**src/rtl/pixel_pkg.sv**
```systemverilog
`default_nettype none
// ============================================================================
// Module      : pixel_pkg
// Description : Shared mode encodings and reset pattern for the pixel shifter.
// Revision    : 1.0 - initial release
// ============================================================================
package pixel_pkg;

    typedef enum logic [1:0] {
        HOLD      = 2'b00,
        ROT_L     = 2'b01,
        ROT_R     = 2'b10,
        SHIFT_OUT = 2'b11
    } mode_e;

    localparam logic [23:0] c_default_reg = 24'h0F0F0F;

endpackage : pixel_pkg
`default_nettype wire

```
**src/rtl/pixel_load_expand.sv**
```systemverilog
`default_nettype none
// ============================================================================
// Module      : pixel_load_expand
// Description : Widens packed IN_W-bit channel values to CH_W-bit channels,
//               left-aligned with zero padding in the LSBs.
// Revision    : 1.0 - initial release
// ============================================================================
module pixel_load_expand #(
    parameter int NUM_CH = 3,
    parameter int CH_W   = 8,
    parameter int IN_W   = 4
) (
    input  logic [NUM_CH*IN_W-1:0] load_data,
    output logic [NUM_CH*CH_W-1:0] expanded
);

    for (genvar k = 0; k < NUM_CH; k++) begin : g_ch
        if (IN_W == CH_W) begin : g_full
            assign expanded[k*CH_W +: CH_W] = load_data[k*IN_W +: IN_W];
        end else begin : g_pad
            assign expanded[k*CH_W +: CH_W] =
                {load_data[k*IN_W +: IN_W], {(CH_W-IN_W){1'b0}}};
        end
    end

endmodule : pixel_load_expand
`default_nettype wire

```
**src/rtl/pixel_shifter.sv**
```systemverilog
`default_nettype none
// ============================================================================
// Module      : pixel_shifter
// Description : Loadable pixel register that rotates or shifts one bit per
//               step and flags completion of each W-step frame.
// Revision    : 1.0 - initial release
// ============================================================================
module pixel_shifter
    import pixel_pkg::*;
#(
    parameter int                       CH_W        = 8,
    parameter int                       NUM_CH      = 3,
    parameter int                       IN_W        = 4,
    parameter logic [NUM_CH*CH_W-1:0]   DEFAULT_REG = (NUM_CH*CH_W)'(c_default_reg)
) (
    input  logic                        clk,
    input  logic                        reset,
    input  logic                        load,
    input  logic [NUM_CH*IN_W-1:0]      load_data,
    input  logic [1:0]                  mode,
    input  logic                        step,
    output logic                        current_bit,
    output logic [NUM_CH*CH_W-1:0]      reg_out,
    output logic [$clog2(NUM_CH*CH_W)-1:0] bit_index,
    output logic                        frame_done,
    output logic                        busy
);

    localparam int             W      = NUM_CH * CH_W;
    localparam int             IDX_W  = $clog2(W);
    localparam logic [IDX_W-1:0] c_last = IDX_W'(W - 1);

    logic [W-1:0]     r_pix;
    logic [IDX_W-1:0] r_idx;
    logic             r_done;
    logic             r_busy;

    logic [W-1:0]     w_expanded;
    logic [W-1:0]     w_shifted;
    mode_e            w_mode;
    logic             w_advance;

    assign w_mode    = mode_e'(mode);
    assign w_advance = step && (w_mode != HOLD);

    pixel_load_expand #(
        .NUM_CH (NUM_CH),
        .CH_W   (CH_W),
        .IN_W   (IN_W)
    ) u_load_expand (
        .load_data (load_data),
        .expanded  (w_expanded)
    );

    always_comb begin
        w_shifted = r_pix;
        case (w_mode)
            ROT_L:     w_shifted = {r_pix[W-2:0], r_pix[W-1]};
            ROT_R:     w_shifted = {r_pix[0], r_pix[W-1:1]};
            SHIFT_OUT: w_shifted = {r_pix[W-2:0], 1'b0};
            default:   w_shifted = r_pix;
        endcase
    end

    // Load takes priority over step; frame_done is a single-cycle pulse.
    always_ff @(posedge clk) begin
        if (reset) begin
            r_pix  <= DEFAULT_REG;
            r_idx  <= '0;
            r_done <= 1'b0;
            r_busy <= 1'b0;
        end else begin
            r_done <= 1'b0;
            if (load) begin
                r_pix  <= w_expanded;
                r_idx  <= '0;
                r_busy <= 1'b1;
            end else if (w_advance) begin
                r_pix <= w_shifted;
                if (r_idx == c_last) begin
                    r_idx  <= '0;
                    r_done <= 1'b1;
                    r_busy <= 1'b0;
                end else begin
                    r_idx <= r_idx + IDX_W'(1);
                end
            end
        end
    end

    assign current_bit = r_pix[W-1];
    assign reg_out     = r_pix;
    assign bit_index   = r_idx;
    assign frame_done  = r_done;
    assign busy        = r_busy;

endmodule : pixel_shifter
`default_nettype wire
```
**config.mk**
```make
export PLATFORM = sky130hd
export DESIGN_NAME = pixel_shifter
export DESIGN_NICKNAME = d
export VERILOG_FILES = /design/src/rtl/pixel_pkg.sv /design/src/rtl/pixel_load_expand.sv /design/src/rtl/pixel_shifter.sv
export SDC_FILE = /design/constraint.sdc
export NUM_CORES = 1
export LEC_CHECK = 0
export BUFFER_PORTS_ARGS = -buffer_cell sky130_fd_sc_hd__buf_2
export CAP_MARGIN = 10
export CORE_MARGIN = 5
export CORE_UTILIZATION = 30
export CTS_BUF_LIST = sky130_fd_sc_hd__clkbuf_4
export DETAILED_ROUTE_END_ITERATION = 10
export PLACE_DENSITY = 0.56
export SYNTH_ARGS = -nofsm -noshare
export SYNTH_HDL_FRONTEND = slang
export SYNTH_HIERARCHICAL = 1
export SYNTH_SLANG_ARGS = --single-unit
```
**constraint.sdc**
```tcl
create_clock -name clk -period 1.7 [get_ports clk]
set_clock_uncertainty 0.05 [all_clocks]
set_input_delay 0.17 -clock clk [delete_from_list [all_inputs] [get_ports clk]]
set_output_delay 0.17 -clock clk [all_outputs]
set_load 0.01 [all_outputs]
```
* Word-level counts from Yosys, hierarchy flattened
Index checks and enable logic that the tools add are counted.
** Storage, ports and cells
- Bits in registers :: 31
- Bits in latches :: 0
- Memory bits (writable) :: 0
- Memory bits (read-only) :: 0
- Word-level logic and storage cells :: 27
- Memories :: 0
** Operators by class
- $add $sub $neg :: 1
- Multiply operators :: 0
- Divide/modulo/power cells :: 0
- $lt $le $gt $ge :: 0
- Eq/ne operators :: 4
- Shift operators :: 0
- Mux-type cells :: 8
- Bitwise logic cells :: 1
- Reductions and logical operators :: 9
** Operators by type and width (count)
- 24-bit case mux with 3 select lines :: 1
- 24-bit two-way mux :: 2
- 2-bit nonzero test :: 3
- 5-bit by 1-bit adder with 5-bit output (second input constant) :: 1
- 5-bit == test (second input constant) :: 1
- 5-bit two-way mux :: 1
- 2-bit == test (second input constant) :: 2
- 1-bit two-way mux :: 4
- 2-bit AND reduction :: 2
- 4-bit nonzero test :: 1
- 3-bit OR reduction :: 1
- 2-bit by 1-bit == test with 1-bit output (second input constant) :: 1
- 2-bit OR reduction :: 1
- 1-bit logical AND :: 1
- 1-bit inverter :: 1

* Depth between registers and ports, before layout
- Depth in word-level cells :: 4
- Mapped depth :: 6
- Gate-level depth less buffers :: 4

* By module
Netlist, hierarchy kept.
** Modules (own cells, without submodules)
- pixel_shifter :: instances 1, cells an instance 207, area each 1960.6 µm², sequential area each 620.6 µm²
- pixel_load_expand :: instances 1, cells an instance 25, area each 183.9 µm², sequential area each 0.0 µm²

* Worst setup path after synthesis
No wires, ideal clock.
- Path kind :: flip-flop to flip-flop
- From :: reg r_idx[0], in the netlist bit_index[0]
- To :: reg r_idx[4], in the netlist bit_index[4]
- Setup time :: 70 ps
- Arrival time :: 1246 ps
- Required time :: 1580 ps
- Setup slack :: 334 ps
- Stages on the path, launching flop included :: 5
- Clock period less this slack :: 1366 ps
- Path through :: dfxtp_1 ha_1 nand2_1 or4b_1 a21oi_1
** Between the ends
- Word-level cells in the longest chain between the ends :: 2
- Elaborated cells between the ends (all ways) :: 3
- Classes of those cells :: add/sub: 1; eq/ne: 1; mux: 1
** RTL lines
- start, declared :: RTL line pixel_shifter.sv:34 : logic [IDX_W-1:0] r_idx;
- start signal, assigned :: RTL line pixel_shifter.sv:85 : r_idx <= r_idx + IDX_W'(1);
- 5-bit by 1-bit adder with 5-bit output / 5-bit == test (equally long branches) :: RTL line pixel_shifter.sv:85, pixel_shifter.sv:80
- 5-bit two-way mux * :: RTL line pixel_shifter.sv:80 : if (r_idx == c_last) begin
Mark *: on every way between the ends. The rest lies on a longest branch, timed or not.
A chain may end at the register's enable or synchronous reset.

* Worst setup path in the final report
Ends and elaborated chain as after synthesis.

==> metrics.txt <==
outcome finished clean; Synth Instances 232; vias in the first global route 1762; register area share after synthesis 28.9%; Final min period 1.46 ns; Max clock buf depth 2; IO Count 50; ANT nets after route 0; CP arrival 1.68 ns; port bufs 49; Post-Syn Area per Cell 9.24 µm²; Synth-to-Final Area Change 11.3%; commonest non-fill, non-tap cell in the layout buf_2; Hold WC Path Type input port to register; Synth top area share 28.9%; CP Capture Type register; Detailed Route WL 5500 µm; starting density of the core 31.2%; vias 1834; Setup TNS 0 ns; Warnings, synthesis 6; Distinct cells, synth 40; DP HPWL 3980 µm; final worst setup slack 0.238 ns; global placement routability congestion 0.733; Post-CTS Setup Inserts 0; CP startpoint kind register; Final period util 86.0%; Core Box Area 6870 µm²; FMAX 0.684 GHz; TritonCTS Buffers 5; H-tree level count 2; drt initial violations 88; Die Y 94.6 µm; pwr/cell area 708 nW/µm²; Peak VDD IR 244 µV; CTS Root Cell clkbuf_4; final count of hold timing violations 0; total gr overflow 0; initial antenna violation count 0; DR WL/cell 15.4 µm; Antenna Cells 0; Leak 1.02 nW; CTS tree done; Final Max Tran Viols 0; GRT Util Overall 12.8%; # rows 30; hold_buf cts 0; Yosys top cell by area dfxtp_1; synthesized flop and latch total 31; via density per instance 5.14; die area 8940 µm²; Die Span X 94.6 µm; r2r setup slk 0.24 ns; Crit path required time 1.92 ns; CTS clk-pin slew, worst paths 0.10 ns; Place WS 0.274 ns; largest net degree at the start of global routing 35; Syn Std Cell Area 2140 µm²; unrepaired setup endpoints after global routing false; largest cells by area after synthesis dfxtp_1 29%, o41ai_2 15%, buf_4 11%; crit path kind register to register; max_cap viols 0; post-cts sizing count 0; clk_lat worst skew 0.34 ns; DR pass1 iterations 4; # clock sinks 31; final setup violation count 0; first-pass GRT wire length 9100 µm; nets 279; commonest cells after routing, fill and taps aside 49 x buf_2, 31 x dfxtp_1, 25 x nor2_1; layout cells sized above 1 37.9%; Max FO, Critical Path 5; number of remaining DRC errors 0
-- where the power goes --
part           internal [W]  switching [W]
Sequential         0.000780      0.0000633
Combinational      0.000181       0.000233
Clock              0.000169       0.000263
-- worst paths after layout --
| check | start | end | cells past startpoint |
|---|---|---|---|
| worst max register to register | bit_index[0] | bit_index[4] | 4 |
| worst max-delay path | bit_index[0] | bit_index[4] | 4 |
| worst min register to register | bit_index[1] | bit_index[1] | 2 |
| worst min-delay path | load_data[2] | reg_out[6] | 3 |
-- cell families (layout without fill, tap and decap cells) --
logic type | after synthesis | count (layout) | share of synthesized area (%)
flops | 31 | 31 | 28.9
compound gates | 62 | 62 | 31.0
fa+ha+maj | 1 | 1 | 0.583
buf+inv | 52 | 70 | 16.0
other cells | 1 | 12 | 0.175
xor+xnor | 1 | 1 | 0.408
simple gates | 84 | 84 | 22.8
-- area by class of cell --
class / instances / area (µm²)
clock buffer: 6 / 45.0
clock inverter: 2 / 7.51
fill: 741 / 4480
inverter: 3 / 11.3
multi-input combinational: 160 / 1220
sequential: 31 / 621
tap: 96 / 120
timing repair buffer: 59 / 358
-- synthesized netlist by cell type (all sizes together) --
cell type and instances:
buf 45, dfxtp 31, nor2 26, o41ai 22, a211oi 12, a31oi 12
and3b 12, nand4 11, nor3 11, nor3b 11, nand2 6, a21oi 5
clkbuf 4, inv 3, o21ai 3, nor2b 2, a2111o 1, a211o 1
a21bo 1, a311oi 1, a32o 1, and4b 1, conb 1, ha 1
nand2b 1, nand3 1, o211ai 1, o21a 1, o31ai 1, or3 1
or4b 1, xor2 1
-- worst max-delay path, cell delays in order, from the launching register on --
cell and delay, ns:
dfxtp_1 0.40, ha_1 0.25, nand2_1 0.08, or4b_1 0.49, a21oi_1 0.13
-- state kept, by name (all words and copies together), names as in the netlist --
signal / count
busy: 1
frame_done: 1
bit_index: 5
reg_out: 24
-- routing by layer --
metal  part of all wire, %  GRT usage, %  vias up  wire length, µm
li1                      -             -      903                -
met1                    47          17.6      884             2600
met2                    47          19.9       42             2580
met3                   4.5          3.35        5              246
met4                   1.2          3.25        0               68
met5                     0             0        -                0
-- stage by stage --
stage / hold WS, ns / cells / util [%] / cell area [µm²] / total power, W
floorplan: 0.371 / 243 / - / 2190 / 0.00117
global placement: 0.428 / 349 / 34.0 / 2330 / 0.00127
detailed placement: 0.437 / 349 / 34.0 / 2330 / 0.00128
CTS: 0.0726 / 357 / 34.8 / 2390 / 0.00172
global route: 0.0723 / 357 / 34.8 / 2390 / 0.00179
finish: 0.0793 / 357 / 34.8 / 2390 / 0.00169
No activity file was read; power rests on OpenSTA's default activity.
